**src/rtl/muldiv_pkg.sv**
```systemverilog
// muldiv_pkg: shared op/state encodings and iteration constants for the mul/div unit
package muldiv_pkg;
    localparam int ITER_N = 32;
    localparam int CNT_W = 6;
    typedef enum logic [2:0] {
        OP_MULT  = 3'b000,
        OP_MULTU = 3'b001,
        OP_DIV   = 3'b010,
        OP_DIVU  = 3'b011,
        OP_MTHI  = 3'b100,
        OP_MTLO  = 3'b101
    } op_e;
    typedef enum logic [1:0] {
        S_IDLE = 2'd0,
        S_CALC = 2'd1,
        S_FIX  = 2'd2
    } state_e;
endpackage

```
**src/rtl/muldiv_step.sv**
```systemverilog
// muldiv_step: one radix-2 iteration, shift-add multiply or restoring shift-subtract divide
module muldiv_step (
    input  logic [63:0] p,
    input  logic [31:0] b,
    input  logic        is_div,
    output logic [63:0] p_next
);
    logic [32:0] sum;
    logic [32:0] diff;
    always_comb begin
        sum = {1'b0, p[63:32]} + {1'b0, b};
        diff = p[63:31] - {1'b0, b};
        p_next = is_div ? (diff[32] ? {p[62:0], 1'b0} : {diff[31:0], p[30:0], 1'b1})
                        : (p[0] ? {sum, p[31:1]} : {1'b0, p[63:1]});
    end
endmodule

```
**src/rtl/muldiv_ctrl.sv**
```systemverilog
// muldiv_ctrl: iterative 32-bit mul/div controller with HI/LO registers and pipeline stall/flush
module muldiv_ctrl
    import muldiv_pkg::*;
(
    input  logic        clk,
    input  logic        reset,
    input  logic        start,
    input  logic [2:0]  op,
    input  logic [31:0] busA,
    input  logic [31:0] busB,
    input  logic        flush,
    output logic [31:0] hi,
    output logic [31:0] lo,
    output logic        busy,
    output logic        done
);
    state_e state_q, state_d;
    logic [CNT_W-1:0] cnt_q, cnt_d;
    logic [63:0] p_q, p_d, p_step, prod;
    logic [31:0] b_q, b_d, hi_q, hi_d, lo_q, lo_d, abs_a, abs_b;
    logic div_q, div_d, qneg_q, qneg_d, rneg_q, rneg_d, done_q, done_d;
    logic is_signed, is_div, sa, sb;

    muldiv_step u_step (.p(p_q), .b(b_q), .is_div(div_q), .p_next(p_step));

    always_comb begin
        state_d = state_q;
        cnt_d = cnt_q;
        p_d = p_q;
        b_d = b_q;
        div_d = div_q;
        qneg_d = qneg_q;
        rneg_d = rneg_q;
        hi_d = hi_q;
        lo_d = lo_q;
        done_d = 1'b0;
        is_signed = (op == OP_MULT) || (op == OP_DIV);
        is_div = (op == OP_DIV) || (op == OP_DIVU);
        sa = is_signed & busA[31];
        sb = is_signed & busB[31];
        abs_a = sa ? -busA : busA;
        abs_b = sb ? -busB : busB;
        prod = qneg_q ? -p_q : p_q;
        if (flush) begin
            state_d = S_IDLE;
        end else begin
            case (state_q)
                S_IDLE: begin
                    if (start && op == OP_MTHI) begin
                        hi_d = busA;
                    end else if (start && op == OP_MTLO) begin
                        lo_d = busA;
                    end else if (start && !op[2]) begin
                        state_d = S_CALC;
                        cnt_d = '0;
                        p_d = {32'b0, abs_a};
                        b_d = abs_b;
                        div_d = is_div;
                        // divide by zero keeps the all-ones quotient unsigned-looking
                        qneg_d = (sa ^ sb) & ~(is_div & (busB == 32'b0));
                        rneg_d = sa;
                    end
                end
                S_CALC: begin
                    p_d = p_step;
                    cnt_d = cnt_q + 1'b1;
                    if (cnt_q == CNT_W'(ITER_N - 1)) state_d = S_FIX;
                end
                S_FIX: begin
                    state_d = S_IDLE;
                    done_d = 1'b1;
                    hi_d = div_q ? (rneg_q ? -p_q[63:32] : p_q[63:32]) : prod[63:32];
                    lo_d = div_q ? (qneg_q ? -p_q[31:0] : p_q[31:0]) : prod[31:0];
                end
                default: state_d = S_IDLE;
            endcase
        end
    end

    always_ff @(posedge clk) begin
        if (reset) begin
            state_q <= S_IDLE;
            cnt_q <= '0;
            p_q <= '0;
            b_q <= '0;
            div_q <= 1'b0;
            qneg_q <= 1'b0;
            rneg_q <= 1'b0;
            hi_q <= '0;
            lo_q <= '0;
            done_q <= 1'b0;
        end else begin
            state_q <= state_d;
            cnt_q <= cnt_d;
            p_q <= p_d;
            b_q <= b_d;
            div_q <= div_d;
            qneg_q <= qneg_d;
            rneg_q <= rneg_d;
            hi_q <= hi_d;
            lo_q <= lo_d;
            done_q <= done_d;
        end
    end

    assign hi = hi_q;
    assign lo = lo_q;
    assign done = done_q;
    assign busy = (state_q != S_IDLE);
endmodule
```
**config.mk**
```make
export PLATFORM = sky130hd
export DESIGN_NAME = muldiv_ctrl
export DESIGN_NICKNAME = d
export VERILOG_FILES = /design/src/rtl/muldiv_pkg.sv /design/src/rtl/muldiv_step.sv /design/src/rtl/muldiv_ctrl.sv
export SDC_FILE = /design/constraint.sdc
export NUM_CORES = 1
export LEC_CHECK = 0
export BUFFER_PORTS_ARGS = -buffer_cell sky130_fd_sc_hd__buf_2
export CAP_MARGIN = 25
export CORE_ASPECT_RATIO = 1.1
export CORE_MARGIN = 2
export CORE_UTILIZATION = 60
export DETAILED_ROUTE_END_ITERATION = 8
export PLACE_DENSITY = 0.9
export SYNTH_ARGS = -nofsm -noshare
export SYNTH_HDL_FRONTEND = slang
export SYNTH_SLANG_ARGS = --single-unit
```
**constraint.sdc**
```tcl
create_clock -name clk -period 10.16 [get_ports clk]
set_input_delay 2.032 -clock clk [delete_from_list [all_inputs] [get_ports clk]]
set_output_delay 2.032 -clock clk [all_outputs]
set_load 0.05 [all_outputs]
```
### After elaboration in Yosys (flattened, before gate mapping)

Cells that the tools add are included.

* register bits after elaboration: 172
* bits of input ports: 71
* output and inout bits: 66

* $add $sub $neg: 8
* equality and inequality tests: 13
* mux-type cells: 29
* bitwise logic cells: 9
* reductions and logical operators: 18

Operators by type and width (count)
* two-way mux 64 bit: 7
* two-way mux 32 bit: 9
* negator 32 bit: 4
* one-hot mux 32 bit (2 select lines): 2
* one-hot mux 64 bit (2 select lines): 1
* negator 64 bit: 1
* adder 32 x 32 -> 33 bit: 1
* subtractor 33 x 32 -> 33 bit: 1
* logical NOT 32 bit: 1
* two-way mux 6 bit: 3
* inequality test 2 bit (second input constant): 6
* one-hot mux 6 bit (2 select lines): 1
* AND reduction 5 bit: 2
* two-way mux 2 bit: 4
* AND reduction 4 bit: 2
* adder 6 x 1 -> 6 bit (second input constant): 1
* == test 3 x 2 -> 1 bit (second input constant): 2
* == test 3 bit (second input constant): 2
* == test 6 x 5 -> 1 bit (second input constant): 1
* nonzero test 2 bit: 3
* AND 1 bit: 4
* NOT 1 bit: 4
* one-hot mux 2 bit (2 select lines): 1
* logical AND 1 bit: 3
* 10 further kinds: 11

### Depth between registers and ports, before layout

Gate-level depths: netlist of run 1.

* word-level depth: 8
* gate-level depth with buffers: 14

### By module

Synthesis of run 1 repeated with hierarchy kept, for this count alone.

* cell total of the unflattened synthesis: 2073
* area total of the unflattened synthesis: 15104.5 um^2

Modules (own cells, without submodules)
* muldiv_ctrl: instances 1, cells an instance 1389, area each 10307.4 um^2, sequential area each 3443.3 um^2
* muldiv_step: instances 1, cells an instance 684, area each 4797.1 um^2, sequential area each 0.0 um^2

### Worst setup path after synthesis of run 1

OpenSTA, ideal clock, no wires.

* path kind: input-to-reg
* from: in busA[5]
* to: reg p_q[27]
* library setup time: 0.128 ns
* arrival: 4.211 ns
* data required time: 10.032 ns
* slack: 5.821 ns
* cell stages on the path: 9
* buffers on the path: 0
* path through: or4_1 -> nor4_1 -> and2b_1 -> nand4_1 -> nor4_1 -> a21oi_1 -> xor2_1 -> a221oi_1 -> nor2_1

* longest elaborated chain between the ends: 6

Ends and longest elaborated chain
* start: declaration: line muldiv_ctrl.sv:9 `input logic [31:0] busA,`
* negator 32 bit: line muldiv_ctrl.sv:41 `abs_a = sa ? -busA : busA;`
* two-way mux 32 bit: line muldiv_ctrl.sv:41
* two-way mux 64 bit: line muldiv_ctrl.sv:53 `end else if (start && !op[2]) begin`
* two-way mux 64 bit: line muldiv_ctrl.sv:51 `end else if (start && op == OP_MTLO) begin`
* two-way mux 64 bit: line muldiv_ctrl.sv:49 `if (start && op == OP_MTHI) begin`
* one-hot mux 64 bit (2 select lines): line muldiv_ctrl.sv:47 `case (state_q)`
* end signal: assignment: line muldiv_ctrl.sv:95 `p_q <= p_d;`
* end: declaration: line muldiv_ctrl.sv:19 `logic [63:0] p_q, p_d, p_step, prod;`

Every way passes these cells. The select of a mux whose other input is x is not followed.
A chain may end at the register's enable or synchronous reset.

### Worst setup path in the final report of run 1

* from: in busA[5]
* to: reg p_q[29]

Same word-level chain as after synthesis.

==> flow_metrics.tcl, run 1 <==
set metrics [dict create \
    pre_cts_ws_ps 5180 \
    cp_slowest_cell "nor4_1" \
    cts_made_buffers 17 \
    syn_area_um2 13900 \
    syn2layout_area_growth_pct 9.93 \
    root_buffer "clkbuf_16" \
    worst-setup-path-type "in2reg" \
    whs_path_depth 2 \
    place.gp.congestion 0.983 \
    final_common_cell "nor2_1" \
    met2_length_mm 19.1 \
    die-area_um2 24400 \
    maxCapViolations 0 \
    drive_above_1_share_pct 11.3 \
    crit_path_end_kind "flip-flop" \
    drt-pass1-iter-count 8 \
    clock_path_buffers 2 \
    crit_fanout 6 \
    hold_ws_ps 465 \
    insertion_delay_ps 450 \
    synthArstFlopShare_pct 0 \
    cts_tree "yes" \
    antenna_found_initial 1 \
    route.met3.wl_mm 4.20 \
    timing.fmax_mhz 220 \
    critPathRequiredTime_ps 10550 \
    io_pins 137 \
    grt_max_degree 81 \
    syn_inst 1870 \
    tightest_slew_ps 897 \
    highest_layer "met4" \
    rsz0062_at_grt "no" \
    die_w_um 149 \
    nets 2064 \
    drc_errors 0 \
    power_density_nw_per_um2 116 \
    initial_core_util_pct 61.0 \
    leakage_uw 0.00619 \
    relSlewSlack_pct 40.2 \
    setup_slack_ps 5620 \
    place_inst 2201 \
    ys_seq_elements 172 \
    drv_slew 0 \
    grt_pass1_vias 13323 \
    cp_top_family "simple AND/OR/NAND/NOR gates" \
    ys_types 77 \
    cts.sinks 172 \
    critPathBufInv 1 \
    cts_hold_buf 0 \
    rrSetupSlack_ps 5630 \
    yosysSeqAreaShare_pct 24.8 \
    r2r_end "p_q[44]" \
    final_cell_mix "231 x nor2_1, 197 x a21oi_1, 171 x dfxtp_1" \
    r2r-start "p_q[32]" \
    setup_viol 0 \
    drt_iter0_drc 1733 \
    fin_crit_ps 4540 \
    start_kind "primary input" \
    met1_length_mm 16.3 \
    cts_max_level 4 \
    ctsResizeCount 0 \
    skew_ps 14.4 \
    crit_chain "buf_2 -> or4_1 -> nor4_1 -> and2b_1 -> nand4_1 -> nor4_1 -> a31oi_1 -> xnor2_1 -> a211oi_1 -> a21oi_1 -> nor2_1" \
    hold_path_class "reg2reg" \
    synth_edf_count 0 \
    hold_viol_final 0 \
    routedWlPerCell_um 18.5 \
    worst_path_largest_cell_delay_ps 630 \
    crit_top_cell "nor4_1" \
    via_count 14376 \
    stdcell_area_um2 15300 \
    stdcell_count 2236 \
    io_buffers 136 \
    synth_ff_type "dfxtp_1" \
    grt_pass1_wl_mm 66.2 \
    die_h_um 164 \
    dp_hpwl_mm 30.0 \
    clkTransAtPathRegs_ps 80 \
    r2r.worst_path.cells 13 \
    yosysWarnings 0 \
    post_dp_cell_area_um2 14700 \
    finalCritPeriodShare_pct 44.7 \
    crit_arrival_ps 4940 \
    drt-total-wl_mm 41.3 \
    core_area_um2 22800 \
    syn_area_per_cell_um2 7.44 \
    vias_per_cell 6.43 \
    syn_nets 2012 \
    post_cts_buffers 0 \
    grt_usage_pct 33.5 \
    grt-ovfl-total 0 \
    status "finished, final reports clean" \
    min-delay-start "hi[12]" \
    num_rows 58 \
    ir_drop_mv 0.105 \
    tns_ps 0 \
    hold_end "hi[12]" \
    drt.antenna.violating_nets 0 \
]
==> cells by family (layout without fill, tap and decap cells) <==
family | count (synthesis) | after routing | synth area share (%)
XOR/XNOR | 166 | 166 | 10.5
AND/OR/NAND/NOR | 587 | 587 | 19.4
other | 0 | 1 | 0
flip-flops | 172 | 172 | 24.8
buffers and inverters | 181 | 246 | 5.15
adder cells (fa/ha/maj) | 71 | 71 | 6.50
AO/OA/AOI/OAI | 628 | 628 | 29.0
multiplexers | 65 | 65 | 4.75
==> Yosys cell counts, types with 12 or more instances <==
master	n	area share (%)
nor2_1	233	6.3
a21oi_1	197	7.1
dfxtp_1	172	25
nand2_1	154	4.2
o21ai_0	125	4.5
clkbuf_1	103	2.8
xnor2_1	93	5.9
a211oi_1	91	4.9
xor2_1	73	4.6
ha_1	69	6.2
inv_1	60	1.6
mux2i_1	57	4.1
nor3_1	34	1.2
a21o_1	30	1.6
nand2b_1	27	1.2
o31ai_1	27	1.5
or3_1	25	1.1
nand3_1	22	0.79
a311oi_1	20	1.3
nor2b_1	19	0.85
o211ai_1	17	0.92
a22o_1	15	0.94
nor4_1	14	0.63
nand4_1	12	0.54
==> power breakdown <==
part | total [uW] | internal [uW] | switching [uW]
registers | 717 | 693 | 23.8
clock network | 692 | 372 | 320
logic | 369 | 136 | 233
==> cell type report <==
type | count | area [um^2]
antenna | 1 | 2.50
clock buffer | 17 | 425
clock inverter | 15 | 176
fill | 1884 | 7500
inverter | 61 | 229
multi-input combinational | 1517 | 9820
sequential | 172 | 3450
tap | 300 | 375
timing repair buffer | 153 | 818
==> state kept, by name, summed over array words and instances, names as in the netlist <==
name and flops:
p_q 64, b_q 32, hi 32, lo 32, cnt_q 6, state_q 2
div_q 1, done 1, qneg_q 1, rneg_q 1
==> worst register-to-register path: cells and delay by family (launching register included) <==
| family | cells | cell delay, ps |
|---|---|---|
| AO/OA/AOI/OAI | 7 | 1730 |
| XOR/XNOR | 1 | 320 |
| adder cells (fa/ha/maj) | 1 | 520 |
| buffers and inverters | 2 | 690 |
| flip-flops | 1 | 540 |
| multiplexers | 1 | 410 |
| AND/OR/NAND/NOR | 1 | 190 |
==> stage by stage <==
stage                     utilization [%]  total power, uW
after global placement               64.3             1080
after detailed placement             64.3             1090
after floorplan                         -              993
final                                67.1             1780
after global routing                 67.1             1840
after CTS                            67.0             1770
==> per-layer routing <==
| layer | global-route usage, % | vias to the layer above |
|---|---|---|
| li1 | - | 6880 |
| met1 | 41.9 | 6612 |
| met2 | 55.1 | 760 |
| met3 | 6.70 | 124 |
| met4 | 16.1 | 0 |
| met5 | 0 | - |
==> worst max path at each step <==
stage	from	end	slack, ps	cells after the start
final	busA[5]	p_q[29]	5620	11
after global routing	p_q[32]	p_q[44]	5350	13
after CTS	busA[5]	p_q[29]	5620	11
after detailed placement	busA[5]	p_q[29]	5180	11
after global placement	busA[5]	p_q[29]	5190	11
after floorplan	busA[5]	p_q[27]	5820	9
Note: power is estimated with default switching activity, not from simulation.
==> run 2, diff against run 1 <==
- clock period: 10.16 -> 4.6 ns (I/O delays scaled with it)
==> flow_metrics.tcl, run 2 (synthesis gave the netlist of run 1 again) <==
set metrics [dict create \
    status "finished, final reports clean" \
    insertion_delay_ps 450 \
    drive_above_1_share_pct 11.4 \
    drt_iter0_drc 1593 \
    drt-total-wl_mm 42.6 \
    leakage_uw 0.00619 \
    cts_made_buffers 17 \
    nets 2071 \
    crit_start "p_q[32]" \
    grt_pass1_vias 13833 \
    relSlewSlack_pct 31.8 \
    final_cell_mix "231 x nor2_1, 197 x a21oi_1, 171 x dfxtp_1" \
    hold_viol_final 0 \
    ir_drop_mv 0.233 \
    crit_path_end_kind "flip-flop" \
    tns_ps 0 \
    routedWlPerCell_um 19.0 \
    cts.sinks 172 \
    io_buffers 136 \
    whs_path_depth 2 \
    drt-pass1-iter-count 6 \
    post_cts_buffers 0 \
    r2r.worst_path.cells 13 \
    timing.fmax_mhz 260 \
    min-delay-start "hi[15]" \
    tightest_slew_ps 1020 \
    grt_max_degree 104 \
    die_h_um 164 \
    finalCritPeriodShare_pct 83.7 \
    place.gp.congestion 0.976 \
    grt-ovfl-total 0 \
    core_area_um2 22800 \
    fin_crit_ps 3850 \
    io_pins 137 \
    antenna_found_initial 0 \
    critPathRequiredTime_ps 4880 \
    crit_arrival_ps 4130 \
    final_common_cell "nor2_1" \
    dp_hpwl_mm 31.2 \
    via_count 14615 \
    power_density_nw_per_um2 248 \
    syn2layout_area_growth_pct 9.82 \
    num_rows 58 \
    fillCellCount 1934 \
    r2r-start "p_q[32]" \
    cts_max_level 4 \
    worst-setup-path-type "reg2reg" \
    drc_errors 0 \
    finalPower_uw 3790 \
    grt_pass1_wl_mm 67.7 \
    rsz0062_at_grt "no" \
    clkTransAtPathRegs_ps 70 \
    drt.antenna.violating_nets 0 \
    hold_path_class "reg2reg" \
    drv_slew 0 \
    clock_path_buffers 2 \
    antenna_cells 0 \
    crit_fanout 18 \
    skew_ps 14.3 \
    setup_viol 0 \
    die-area_um2 24400 \
    grt_usage_pct 34.5 \
    top_register "p_q" \
    maxCapViolations 0 \
    cts_hold_buf 0 \
    start_kind "flip-flop" \
    cts_tree "yes" \
    ctsResizeCount 0 \
    root_buffer "clkbuf_16" \
    rrSetupSlack_ps 750 \
    largest_reg_flops 64 \
    vias_per_cell 6.52 \
    die_w_um 149 \
    initial_core_util_pct 61.0 \
]
## run 2: cell count changes in the layout (fill, tap and decap cells not counted), sizes merged
cell	previous run	this run
bufinv	2	0
inv	68	65
buf	153	160
clkinvlp	2	3
clkbuf	17	20
diode	1	0
## run 2: worst paths after layout
kind	to
min reg2reg	hi[15]
max reg2reg	p_q[63]
max	p_q[63]
min	hi[15]
## run 2: area by class of cell
cell class | count | area (um^2) | share of cell area [%]
Clock buffer | 20 | 447 | 2.92
Clock inverter | 11 | 85.1 | 0.557
Inverter | 61 | 229 | 1.50
Multi-Input combinational cell | 1517 | 9820 | 64.3
Sequential cell | 172 | 3450 | 22.6
Tap cell | 300 | 375 | 2.46
Timing Repair Buffer | 160 | 876 | 5.73
## run 2: stage by stage
stage          std cells  hold slack (ps)  setup slack, ps  cell area (um^2)  util [%]
3_5_place_dp        2209              468              843             14700      64.6
4_1_cts             2240              478              836             15300      66.9
2_1_floorplan       1870              455             1150             13900         -
5_1_grt             2241              510              545             15300      67.0
3_3_place_gp        2209              462              848             14700      64.6
6_report            2241              480              748             15300      67.0
## run 2: where the power goes
| part | total (uW) | switching, uW | internal (uW) |
|---|---|---|---|
| Combinational | 827 | 522 | 304 |
| Clock | 1380 | 670 | 710 |
| Sequential | 1580 | 52.8 | 1530 |
| Total | 3790 | 1240 | 2550 |
## run 2: critical path, cell delays in order, from the launching register on
cell and delay, ps:
dfxtp_1 520, inv_1 180, fa_1 490, nand2b_1 190
a21oi_1 200, o211ai_1 200, o21ai_1 330, a21boi_1 190
o21ai_1 330, xor2_4 170, buf_4 310, mux2_2 370
o21ai_0 150, a41oi_1 50
## run 2: per-layer routing
layer	up-vias	GRT usage, %	part of all wire (%)
met5	-	0	0
met4	0	18.1	4.9
met3	179	6.87	10
met1	6715	41.3	39
met2	835	58.2	46
li1	6886	-	-
